**config.mk**
```make
export PLATFORM = sky130hd
export DESIGN_NAME = target_uart_relay_flat
export DESIGN_NICKNAME = d
export VERILOG_FILES = /design/src/rtl/target_uart_relay_if.sv /design/src/rtl/target_uart_relay.sv /design/src/flat_wrapper.sv
export SDC_FILE = /design/constraint.sdc
export NUM_CORES = 1
export LEC_CHECK = 0
export CAP_MARGIN = 20
export CORE_ASPECT_RATIO = 1.4
export CORE_MARGIN = 2
export CORE_UTILIZATION = 32
export CTS_CLUSTER_SIZE = 28
export DETAILED_ROUTE_END_ITERATION = 7
export GPL_ROUTABILITY_DRIVEN = 1
export PLACE_DENSITY = 0.57
export SLEW_MARGIN = 20
export SYNTH_ARGS = -nofsm -noshare
export SYNTH_HDL_FRONTEND = slang
export SYNTH_SLANG_ARGS = --single-unit
```
**constraint.sdc**
```tcl
create_clock -name clk -period 4.3 [get_ports clk]
set_clock_uncertainty 0.05 [all_clocks]
set_input_delay 0.645 -clock clk [delete_from_list [all_inputs] [get_ports clk]]
set_output_delay 0.645 -clock clk [all_outputs]
set_load 0.01 [all_outputs]
```
**src/rtl/target_uart_relay_if.sv**
```systemverilog
// Target-to-host UART relay bus: line pins, release gate and RX/FIFO status.
// The relay drives the slave side; the host-side logic or bench drives the master side.
interface target_uart_relay_if #(
  parameter int FIFO_AW = 4
);
  logic             din;
  logic             dout;
  logic             tx_release;
  logic             rx_valid;
  logic [7:0]       rx_data;
  logic             frame_err;
  logic             overflow;
  logic [FIFO_AW:0] fifo_level;
  logic             break_det;

  modport master (
    output din, tx_release,
    input  dout, rx_valid, rx_data, frame_err,
    input  overflow, fifo_level, break_det
  );

  modport slave (
    input  din, tx_release,
    output dout, rx_valid, rx_data, frame_err,
    output overflow, fifo_level, break_det
  );
endinterface

```
**src/rtl/target_uart_relay.sv**
```systemverilog
// Target UART relay: 8N1 RX -> byte FIFO -> gated 8N1 TX back to the host.
// Optional line-break detector enabled by defining RELAY_BREAK_DET_EN.
module target_uart_relay #(
  parameter int CLKS_PER_BIT = 868,
  parameter int FIFO_DEPTH   = 16,
  parameter int FIFO_AW      = 4
) (
  input logic                clk,
  input logic                rst,
  target_uart_relay_if.slave bus
);
  localparam int CW = $clog2(10 * CLKS_PER_BIT + 1);
  localparam logic [CW-1:0] BIT_END  = CW'(CLKS_PER_BIT - 1);
  localparam logic [CW-1:0] HALF_END = CW'(CLKS_PER_BIT / 2 - 1);

  typedef enum logic [2:0] {
    R_IDLE, R_START, R_DATA, R_STOP, R_BRK
  } rx_st_t;

  typedef enum logic [1:0] {
    T_IDLE, T_START, T_DATA, T_STOP
  } tx_st_t;

  logic s1, s2, s3, fall;
  rx_st_t        rx_st;
  logic [CW-1:0] rx_cnt;
  logic [2:0]    rx_bit;
  logic [7:0]    rx_sh, rx_data;
  logic          rx_valid, frame_err;
  logic          brk_hold, break_det;

  logic [7:0]       mem [FIFO_DEPTH];
  logic [FIFO_AW-1:0] wr_ptr, rd_ptr;
  logic [FIFO_AW:0]   level;
  logic             full, wr_ok, rd_req, overflow;

  tx_st_t        tx_st;
  logic [CW-1:0] tx_cnt;
  logic [2:0]    tx_bit;
  logic [7:0]    tx_sh;
  logic          dout;

  always_ff @(posedge clk) begin
    if (rst) begin
      {s1, s2, s3} <= 3'b111;
    end else begin
      s1 <= bus.din;
      s2 <= s1;
      s3 <= s2;
    end
  end

  assign fall = s3 & ~s2;

`ifdef RELAY_BREAK_DET_EN
  localparam logic [CW-1:0] BRK_LEN = CW'(10 * CLKS_PER_BIT);
  localparam logic [CW-1:0] BRK_END = CW'(10 * CLKS_PER_BIT - 1);

  logic [CW-1:0] brk_cnt, hi_cnt;
  logic          brk_hit;

  assign brk_hit = ~s2 && (brk_cnt == BRK_END);

  // brk_cnt saturates so a long break reports only once
  always_ff @(posedge clk) begin
    if (rst) begin
      brk_cnt   <= '0;
      hi_cnt    <= '0;
      brk_hold  <= 1'b0;
      break_det <= 1'b0;
    end else begin
      break_det <= brk_hit;
      if (s2)
        brk_cnt <= '0;
      else if (brk_cnt != BRK_LEN)
        brk_cnt <= brk_cnt + CW'(1);
      if (brk_hit) begin
        brk_hold <= 1'b1;
        hi_cnt   <= '0;
      end else if (brk_hold) begin
        if (!s2)
          hi_cnt <= '0;
        else if (hi_cnt == BIT_END)
          brk_hold <= 1'b0;
        else
          hi_cnt <= hi_cnt + CW'(1);
      end
    end
  end
`else
  assign brk_hold  = 1'b0;
  assign break_det = 1'b0;
`endif

  always_ff @(posedge clk) begin
    if (rst) begin
      rx_st     <= R_IDLE;
      rx_cnt    <= '0;
      rx_bit    <= '0;
      rx_sh     <= '0;
      rx_data   <= '0;
      rx_valid  <= 1'b0;
      frame_err <= 1'b0;
    end else begin
      rx_valid  <= 1'b0;
      frame_err <= 1'b0;
      unique case (rx_st)
        R_IDLE: begin
          rx_cnt <= '0;
          if (fall && !brk_hold)
            rx_st <= R_START;
        end
        R_START: begin
          if (rx_cnt == HALF_END) begin
            rx_cnt <= '0;
            rx_bit <= '0;
            rx_st  <= s2 ? R_IDLE : R_DATA;
          end else begin
            rx_cnt <= rx_cnt + CW'(1);
          end
        end
        R_DATA: begin
          if (rx_cnt == BIT_END) begin
            rx_cnt <= '0;
            rx_sh  <= {s2, rx_sh[7:1]};
            rx_bit <= rx_bit + 3'd1;
            if (rx_bit == 3'd7)
              rx_st <= R_STOP;
          end else begin
            rx_cnt <= rx_cnt + CW'(1);
          end
        end
        R_STOP: begin
          if (rx_cnt == BIT_END) begin
            rx_cnt <= '0;
            rx_st  <= R_IDLE;
            if (s2) begin
              rx_data  <= rx_sh;
              rx_valid <= 1'b1;
`ifdef RELAY_BREAK_DET_EN
            end else if (rx_sh == 8'h00) begin
              rx_st <= R_BRK;
`endif
            end else begin
              frame_err <= 1'b1;
            end
          end else begin
            rx_cnt <= rx_cnt + CW'(1);
          end
        end
        R_BRK: begin
`ifdef RELAY_BREAK_DET_EN
          // all-zero frame: a break if the line stays low, else a framing error
          if (brk_hit) begin
            rx_st <= R_IDLE;
          end else if (s2) begin
            frame_err <= 1'b1;
            rx_st     <= R_IDLE;
          end
`else
          rx_st <= R_IDLE;
`endif
        end
        default: rx_st <= R_IDLE;
      endcase
`ifdef RELAY_BREAK_DET_EN
      if (brk_hit)
        rx_st <= R_IDLE;
`endif
    end
  end

  assign full  = (level == (FIFO_AW + 1)'(FIFO_DEPTH));
  assign wr_ok = rx_valid && (!full || rd_req);

  always_ff @(posedge clk) begin
    if (wr_ok)
      mem[wr_ptr] <= rx_data;
  end

  always_ff @(posedge clk) begin
    if (rst) begin
      wr_ptr   <= '0;
      rd_ptr   <= '0;
      level    <= '0;
      overflow <= 1'b0;
    end else begin
      if (wr_ok)
        wr_ptr <= wr_ptr + 1'b1;
      if (rd_req)
        rd_ptr <= rd_ptr + 1'b1;
      if (rx_valid && full && !rd_req)
        overflow <= 1'b1;
      if (wr_ok && !rd_req)
        level <= level + 1'b1;
      else if (!wr_ok && rd_req)
        level <= level - 1'b1;
    end
  end

  // popping at the end of STOP keeps queued bytes back-to-back
  assign rd_req = bus.tx_release && (level != '0) &&
                  ((tx_st == T_IDLE) ||
                   (tx_st == T_STOP && tx_cnt == BIT_END));

  always_ff @(posedge clk) begin
    if (rst) begin
      tx_st  <= T_IDLE;
      tx_cnt <= '0;
      tx_bit <= '0;
      tx_sh  <= '0;
      dout   <= 1'b1;
    end else begin
      unique case (tx_st)
        T_IDLE: begin
          tx_cnt <= '0;
          if (rd_req) begin
            tx_sh <= mem[rd_ptr];
            dout  <= 1'b0;
            tx_st <= T_START;
          end
        end
        T_START: begin
          if (tx_cnt == BIT_END) begin
            tx_cnt <= '0;
            tx_bit <= '0;
            dout   <= tx_sh[0];
            tx_st  <= T_DATA;
          end else begin
            tx_cnt <= tx_cnt + CW'(1);
          end
        end
        T_DATA: begin
          if (tx_cnt == BIT_END) begin
            tx_cnt <= '0;
            tx_bit <= tx_bit + 3'd1;
            if (tx_bit == 3'd7) begin
              dout  <= 1'b1;
              tx_st <= T_STOP;
            end else begin
              dout  <= tx_sh[1];
              tx_sh <= tx_sh >> 1;
            end
          end else begin
            tx_cnt <= tx_cnt + CW'(1);
          end
        end
        T_STOP: begin
          if (tx_cnt == BIT_END) begin
            tx_cnt <= '0;
            if (rd_req) begin
              tx_sh <= mem[rd_ptr];
              dout  <= 1'b0;
              tx_st <= T_START;
            end else begin
              tx_st <= T_IDLE;
            end
          end else begin
            tx_cnt <= tx_cnt + CW'(1);
          end
        end
        default: tx_st <= T_IDLE;
      endcase
    end
  end

  assign bus.dout       = dout;
  assign bus.rx_valid   = rx_valid;
  assign bus.rx_data    = rx_data;
  assign bus.frame_err  = frame_err;
  assign bus.overflow   = overflow;
  assign bus.fifo_level = level;
  assign bus.break_det  = break_det;
endmodule

```
**src/flat_wrapper.sv**
```systemverilog
// flat-port wrapper written by rule: the top's interface ports become plain ports
module target_uart_relay_flat 
#(
  parameter int CLKS_PER_BIT = 868,
  parameter int FIFO_DEPTH   = 16,
  parameter int FIFO_AW      = 4
)
  (clk, rst, bus_din, bus_tx_release, bus_dout, bus_rx_valid, bus_rx_data, bus_frame_err, bus_overflow, bus_fifo_level, bus_break_det);
  target_uart_relay_if #(.FIFO_AW(FIFO_AW)) bus_i ();
  input logic clk;
  input logic rst;
  input wire logic [$bits(bus_i.din)-1:0] bus_din;
  input wire logic [$bits(bus_i.tx_release)-1:0] bus_tx_release;
  output wire logic [$bits(bus_i.dout)-1:0] bus_dout;
  output wire logic [$bits(bus_i.rx_valid)-1:0] bus_rx_valid;
  output wire logic [$bits(bus_i.rx_data)-1:0] bus_rx_data;
  output wire logic [$bits(bus_i.frame_err)-1:0] bus_frame_err;
  output wire logic [$bits(bus_i.overflow)-1:0] bus_overflow;
  output wire logic [$bits(bus_i.fifo_level)-1:0] bus_fifo_level;
  output wire logic [$bits(bus_i.break_det)-1:0] bus_break_det;
  assign bus_i.din = bus_din;
  assign bus_i.tx_release = bus_tx_release;
  assign bus_dout = bus_i.dout;
  assign bus_rx_valid = bus_i.rx_valid;
  assign bus_rx_data = bus_i.rx_data;
  assign bus_frame_err = bus_i.frame_err;
  assign bus_overflow = bus_i.overflow;
  assign bus_fifo_level = bus_i.fifo_level;
  assign bus_break_det = bus_i.break_det;
  target_uart_relay #(.CLKS_PER_BIT(CLKS_PER_BIT), .FIFO_DEPTH(FIFO_DEPTH), .FIFO_AW(FIFO_AW)) u_core (.clk(clk), .rst(rst), .bus(bus_i));
endmodule
```
==> impl_metrics.json, run 1 <==
{
  "outcome": "complete, no violations",
  "cts.sinks": 214,
  "stdcell_area_mm2": 0.01023,
  "synth_top_area_share_pct": 43.06,
  "netlist_area_mm2": 0.008926,
  "wl_per_cell_um": 17.35,
  "utilization_pct": 37.10,
  "placed_cell_area_mm2": 0.009590,
  "max-slew-margin-rel_pct": 38.84,
  "hold_class": "reg2reg",
  "cts_tree": "done",
  "finalNetCount": 745,
  "power_density_mw_per_mm2": 471.8,
  "holdPathStages": 1,
  "worstSetupPathType": "reg2reg",
  "rsz0062_at_grt": "false",
  "placeableCoreArea_mm2": 0.02757,
  "io_pins": 22,
  "syn_to_final_growth_pct": 14.56,
  "antenna_found_initial": 0,
  "vdd_drop_max_mv": 0.3292,
  "max-cap-violations": 0,
  "switching_share_pct": 26.42,
  "antenna_left": 0,
  "viasPerCell": 4.872,
  "cts.clk_slew.worst_paths_ns": 0.06,
  "portBuffers": 20,
  "p_sw_mw": 1.275,
  "pwr-share-comb_pct": 16.0,
  "post_cts_buffers": 0,
  "leakagePower_nw": 3.405,
  "crit_path_max_incr_delay_ns": 0.56,
  "crit_path_end_kind": "flip-flop",
  "slew_violations": 0,
  "cp.required_ns": 4.68,
  "cts_hold_buffers": 0,
  "arrival_ns": 3.86,
  "yosysWarnings": 0,
  "setup_viol": 0,
  "die_h_um": 201.6,
  "drt_pre_antenna_iters": 5,
  "grt_first_pass_wirelength_mm": 30.04,
  "slowest_stage": "or4b_4",
  "antennaDiodeCount": 0,
  "cp_cell_sequence": "or4b_4 -> nor4_4 -> buf_4 -> a211oi_1 -> buf_4 -> inv_1 -> ha_1 -> inv_1 -> fa_1 -> a21o_1 -> a21oi_1 -> xnor2_1 -> or3_1 -> a21oi_1",
  "drt_iter0_drc": 294,
  "crit_fanout": 10,
  "synth_cell_types": 63,
  "cts_buffers": 21,
  "root_buffer": "clkbuf_16",
  "die_x_um": 145.2,
  "ys_ff_latch": 214,
  "synth_ff_type": "edfxtp_1",
  "fmax_mhz": 287.8,
  "track_usage_pct": 13.02,
  "startpoint_type": "flip-flop",
  "setup_tns_ns": 0,
  "synth_area_leaders": "edfxtp_1 43%, dfxtp_1 19%, mux4_2 4.8%, nor2_1 3.4%, ha_1 3.1%",
  "drc": 0,
  "via_count": 5369,
  "clk_latency_ns": 0.50,
  "syn-mean-instance-area_um2": 12.97,
  "hold_end": "u_core.s2",
  "worst_slew_pin_slew_ns": 0.9162,
  "yosys.area.top_type": "edfxtp_1",
  "drive_gt1_share_pct": 13.66,
  "grt_max_degree": 47,
  "grt_pass1_vias": 5434,
  "seq_area_frac_synth_pct": 62.35,
  "clkPwrFrac_pct": 36.1,
  "fillers": 2724,
  "gr-total-overflow": 0,
  "p_int_mw": 3.550,
  "place_hpwl_mm": 12.75,
  "gp_congestion": 0.7700,
  "syn-num-nets": 715,
  "cts_buffer_depth": 3,
  "r2r-end": "u_core.bus.fifo_level[4]",
  "wirelength_mm": 19.12,
  "pwr-share-seq_pct": 47.9,
  "rows": 72,
  "synth_edf_count": 128,
  "die-area_mm2": 0.02927,
  "reg2reg_from": "u_core.tx_cnt[2]",
  "async_flop_share_pct": 0,
  "syn_inst": 688,
  "ff2ff_setup_slack_ns": 0.83,
  "min_period_over_period_pct": 80.81,
  "ff2ff_path_depth": 14,
  "finalCriticalPeriod_ns": 3.475,
  "hp-start": "u_core.s1",
  "final_hold_viol_count": 0,
  "cts_resized": 0,
  "htreeDepth": 1,
  "start_util_pct": 32.38
}
==> synth_stat cells, drive strengths merged (2+ instances only) <==
cell type	instances
nand4	12
mux4	19
nand3	10
mux2i	27
xnor2	12
nor4	3
nand3b	2
o31ai	2
o22ai	19
xor2	16
buf	13
ha	22
or2	4
nand2	41
edfxtp	128
o2111ai	2
inv	20
nor3	7
a21o	4
nor2	80
dfxtp	86
and3	6
or3	8
a21oi	27
clkbuf	18
nor2b	11
a211oi	12
mux2	17
nand2b	7
o221ai	3
and4	2
o41ai	5
or4	6
o21ai	16
==> metal layers <==
| layer | global-route usage [%] | wire [um] |
|---|---|---|
| met1 | 15.36 | 8033 |
| met2 | 23.79 | 9759 |
| met3 | 2.132 | 767 |
| met4 | 4.762 | 557 |
| met5 | 0 | 0 |
==> worst max path at each step <==
| stage | end | cells past startpoint | slack [ns] | from |
|---|---|---|---|---|
| 3_3_place_gp | u_core.bus.fifo_level[4] | 13 | 0.83 | bus_tx_release |
| 5_1_grt | u_core.bus.fifo_level[4] | 14 | 0.56 | u_core.tx_cnt[2] |
| 6_report | u_core.bus.fifo_level[4] | 14 | 0.83 | u_core.tx_cnt[2] |
| 3_5_place_dp | u_core.bus.fifo_level[4] | 13 | 0.81 | bus_tx_release |
| 2_1_floorplan | u_core.bus.fifo_level[4] | 12 | 0.95 | u_core.tx_cnt[2] |
| 4_1_cts | u_core.bus.fifo_level[4] | 14 | 0.79 | u_core.tx_cnt[2] |
==> critical path: cells and delay by family, from the launching register on <==
kind / cells / cell delay (ns)
compound gates: 4 / 0.57
xor+xnor: 1 / 0.09
fa+ha+maj: 2 / 0.63
buf+inv: 4 / 0.61
flops: 1 / 0.35
simple gates: 3 / 1.11
==> state kept, by name, indices dropped and copies added, names as in the netlist, named ones only <==
name and count:
u_core.tx_bit 3, u_core.bus.frame_err 1, u_core.bus.fifo_level 5, u_core.bus.overflow 1
u_core.mem 128, u_core.tx_cnt 14, u_core.rx_sh 8, u_core.rx_bit 3
u_core.tx_sh 8, u_core.bus.dout 1, u_core.s1 1, u_core.bus.rx_data 8
u_core.bus.rx_valid 1, u_core.rd_ptr 4, u_core.rx_st 2, u_core.wr_ptr 4
u_core.tx_st 2, u_core.rx_cnt 14, u_core.s3 1, u_core.s2 1
==> logic make-up after synthesis <==
| family | after synthesis | share of synthesized area, % |
|---|---|---|
| AOI/OAI and AO/OA | 103 | 7.878 |
| xor gates and xnor gates | 28 | 2.747 |
| adders and majority gates | 23 | 3.308 |
| buffers and inverters | 52 | 2.341 |
| DFF | 214 | 62.35 |
| muxes | 63 | 9.966 |
| other | 1 | 0.04201 |
| and+or+nand+nor | 204 | 11.37 |
==> cells in the final DEF (no fill, tap or decap), types with 6 or more instances in the layout <==
cell type        instances
edfxtp_1               128
dfxtp_1                 85
nor2_1                  80
nand2_1                 41
mux2i_1                 27
a21oi_1                 25
ha_1                    22
clkbuf_16               21
inv_1                   20
o22ai_1                 19
mux4_2                  19
clkdlybuf4s50_1         19
buf_4                   18
mux2_2                  17
xor2_1                  16
o21ai_0                 15
a211oi_1                12
xnor2_1                 12
nand4_1                 12
nor2b_1                 11
nand3_1                 10
nor3_1                   7
or3_1                    7
nand2b_1                 7
clkbuf_1                 7
or4_1                    6
and3_1                   6
==> power by group through the flow <==
stage               combinational [mW]  clock [mW]  sequential, mW
floorplan                        0.597           0            2.31
detailed placement               0.775           0            2.36
global route                     0.854        1.86            2.32
finish                           0.771        1.74            2.31
global placement                 0.775           0            2.36
CTS                              0.782        1.79            2.32
==> final cells by class <==
cell class	instances	area, um^2	area share [%]
timing repair buffer	38	330.3	3.230
sequential	214	5567	54.44
clock inverter	8	70.07	0.6852
multi-input combinational	422	3152	30.82
clock buffer	29	565.5	5.530
inverter	21	78.83	0.7708
tap	370	462.9	4.527
==> stage by stage <==
| stage | hold slack [ns] | worst slack, ns | cells | total power [mW] |
|---|---|---|---|---|
| 4_1_cts | 0.3637 | 0.7947 | 1102 | 4.885 |
| 3_3_place_gp | 0.3534 | 0.8338 | 1065 | 3.132 |
| 6_report | 0.3586 | 0.8253 | 1102 | 4.825 |
| 3_5_place_dp | 0.3484 | 0.8129 | 1065 | 3.135 |
| 5_1_grt | 0.3739 | 0.5580 | 1102 | 5.040 |
| 2_1_floorplan | 0.3395 | 0.9506 | 688 | 2.910 |
No activity file was read; power rests on OpenSTA's default activity.
==> run 2: changes to the inputs <==
Clock period 4.3 ns to 3.25 ns, I/O delays scaled along.
==> run 2 against run 1 <==
Effect of this change:
- die area is the same
- worst setup slack got worse by 0.63 ns
- utilization up 1.1 points
- critical path depth is 2 lower
- sequential power grew 31%
- critical endpoint unchanged
- largest power group unchanged
- highest routed layer unchanged
==> impl_metrics.json, run 2 (same netlist as run 1, synthesis figures left out) <==
{
  "placed_cell_area_mm2": 0.009784,
  "layout.cells.non_filler": 1127,
  "io_pins": 22,
  "slew_violations": 0,
  "startpoint_type": "flip-flop",
  "worst_slew_pin_slew_ns": 0.6142,
  "vdd_drop_max_mv": 0.3457,
  "cts_buffer_depth": 3,
  "crit_path_max_incr_delay_ns": 0.55,
  "wirelength_mm": 19.30,
  "htreeDepth": 1,
  "grt_max_degree": 34,
  "track_usage_pct": 13.19,
  "wl_per_cell_um": 17.12,
  "hp-start": "rst",
  "outcome": "complete, no violations",
  "dp.cells": 1088,
  "setup_ws_ns": 0.1984,
  "hold_end": "u_core.bus.fifo_level[3]",
  "rows": 72,
  "largest_reg_flops": 128,
  "finalCriticalPeriod_ns": 3.052,
  "final_common_cell": "edfxtp_1",
  "setup_viol": 0,
  "cts.sinks": 214,
  "gr-total-overflow": 0,
  "final_hold_viol_count": 0,
  "die_h_um": 201.6,
  "ff2ff_setup_slack_ns": 0.20,
  "die-area_mm2": 0.02927,
  "drive_gt1_share_pct": 18.10,
  "slowest_stage": "or4b_4",
  "antennaDiodeCount": 0,
  "hold_class": "in2reg",
  "leakagePower_nw": 3.595,
  "hold_ws_ns": 0.2978,
  "cts.clk_slew.worst_paths_ns": 0.06,
  "use_met2_pct": 24.64,
  "preCtsSetupSlack_ns": 0.07976,
  "cts_tree": "done",
  "grt-busiest-layer": "met2",
  "gr-usage-met3_pct": 1.769,
  "power_density_mw_per_mm2": 627.7,
  "drc": 0,
  "grt_first_pass_wirelength_mm": 30.60,
  "max-slew-margin-rel_pct": 58.78,
  "cp_cell_sequence": "or4b_4 -> nor4_4 -> a211oi_2 -> inv_2 -> ha_2 -> inv_2 -> fa_1 -> a21o_1 -> a21oi_2 -> xnor2_1 -> or3_1 -> a21oi_1",
  "arrival_ns": 3.43,
  "portBuffers": 20,
  "crit_fanout": 4,
  "crit_path_end_kind": "flip-flop",
  "r2r-end": "u_core.bus.fifo_level[4]",
  "start_util_pct": 32.38,
  "fmax_mhz": 327.7,
  "fillers": 2706,
  "use_met1_pct": 15.69,
  "drt_pre_antenna_iters": 6,
  "reg2reg_from": "u_core.tx_cnt[2]",
  "die_x_um": 145.2,
  "ff2ff_path_depth": 12,
  "viasPerCell": 4.838,
  "gp_congestion": 0.7780,
  "grt_pass1_vias": 5576,
  "stdcell_area_mm2": 0.01052,
  "antenna_found_initial": 0,
  "reg.largest.list": "u_core.mem: 128 flops, u_core.rx_cnt: 14 flops, u_core.tx_cnt: 14 flops",
  "regMostFlops": "u_core.mem",
  "antenna_left": 0,
  "setup_tns_ns": 0,
  "worstSetupPathType": "reg2reg",
  "placeableCoreArea_mm2": 0.02757,
  "crit_top_cell": "inv_2",
  "finalNetCount": 770,
  "drt_iter0_drc": 270,
  "min_period_over_period_pct": 93.89,
  "cts_buffers": 21,
  "utilization_pct": 38.17,
  "place_hpwl_mm": 13.37,
  "root_buffer": "clkbuf_16",
  "holdPathStages": 2,
  "clk_latency_ns": 0.49,
  "via_count": 5452,
  "max-cap-violations": 0,
  "syn_to_final_growth_pct": 17.89,
  "rsz0062_at_grt": "false",
  "mostFrequentLayoutCells": "128 x edfxtp_1, 84 x dfxtp_1, 80 x nor2_1, 42 x buf_4, 41 x nand2_1",
  "finalPower_mw": 6.605,
  "cp.required_ns": 3.63
}
run 2: cell count changes in the layout (fill, tap and decap cells not counted), sizes merged:
cell      delta
buf         +25
bufinv       +2
clkinv       +1
clkinvlp     -3
run 2: layout make-up:
| cell class | instances | area, um^2 | area share (%) |
|---|---|---|---|
| inverters | 21 | 78.83 | 0.7491 |
| flip-flops and latches | 214 | 5568 | 52.91 |
| clock buffers | 29 | 599.3 | 5.696 |
| multi-input cells | 422 | 3167 | 30.10 |
| repair buffers | 63 | 530.5 | 5.042 |
| clock inverters | 8 | 116.4 | 1.106 |
| well taps | 370 | 462.9 | 4.400 |
run 2: how the worst max path moves through the flow:
stage,startpoint,end,depth (start not counted)
floorplan,u_core.tx_cnt[10],u_core.bus.fifo_level[4],12
finish,u_core.tx_cnt[2],u_core.bus.fifo_level[4],12
global route,u_core.tx_cnt[2],u_core.bus.fifo_level[4],12
global placement,u_core.tx_cnt[10],u_core.bus.fifo_level[4],12
CTS,u_core.tx_cnt[10],u_core.bus.fifo_level[4],12
detailed placement,bus_tx_release,u_core.bus.fifo_level[4],12
run 2: metal layers:
layer	up-vias	part of all wire, %	wire length (um)
li1	2654	-	-
met1	2668	42	8009
met2	100	53	10140
met3	30	3.6	700
met4	0	2.3	449
met5	-	0	0
run 2: critical path: cells and delay by family (launching register included):
kind	cells	cell delay (ns)
flops	1	0.31
buf+inv	2	0.15
simple gates	3	1.21
xor+xnor	1	0.08
compound gates	4	0.61
fa+ha+maj	2	0.59
run 2: timing repair:
item,in CTS,in global routing
buffers inserted,0,2
hold buffers,0,0
gates resized for setup,0,4
endpoints found under the setup margin,0,1
run 2: report_power, final:
group          switching [mW]  internal [mW]
sequential             0.0961           2.93
clock                   0.968           1.52
combinational           0.589          0.496
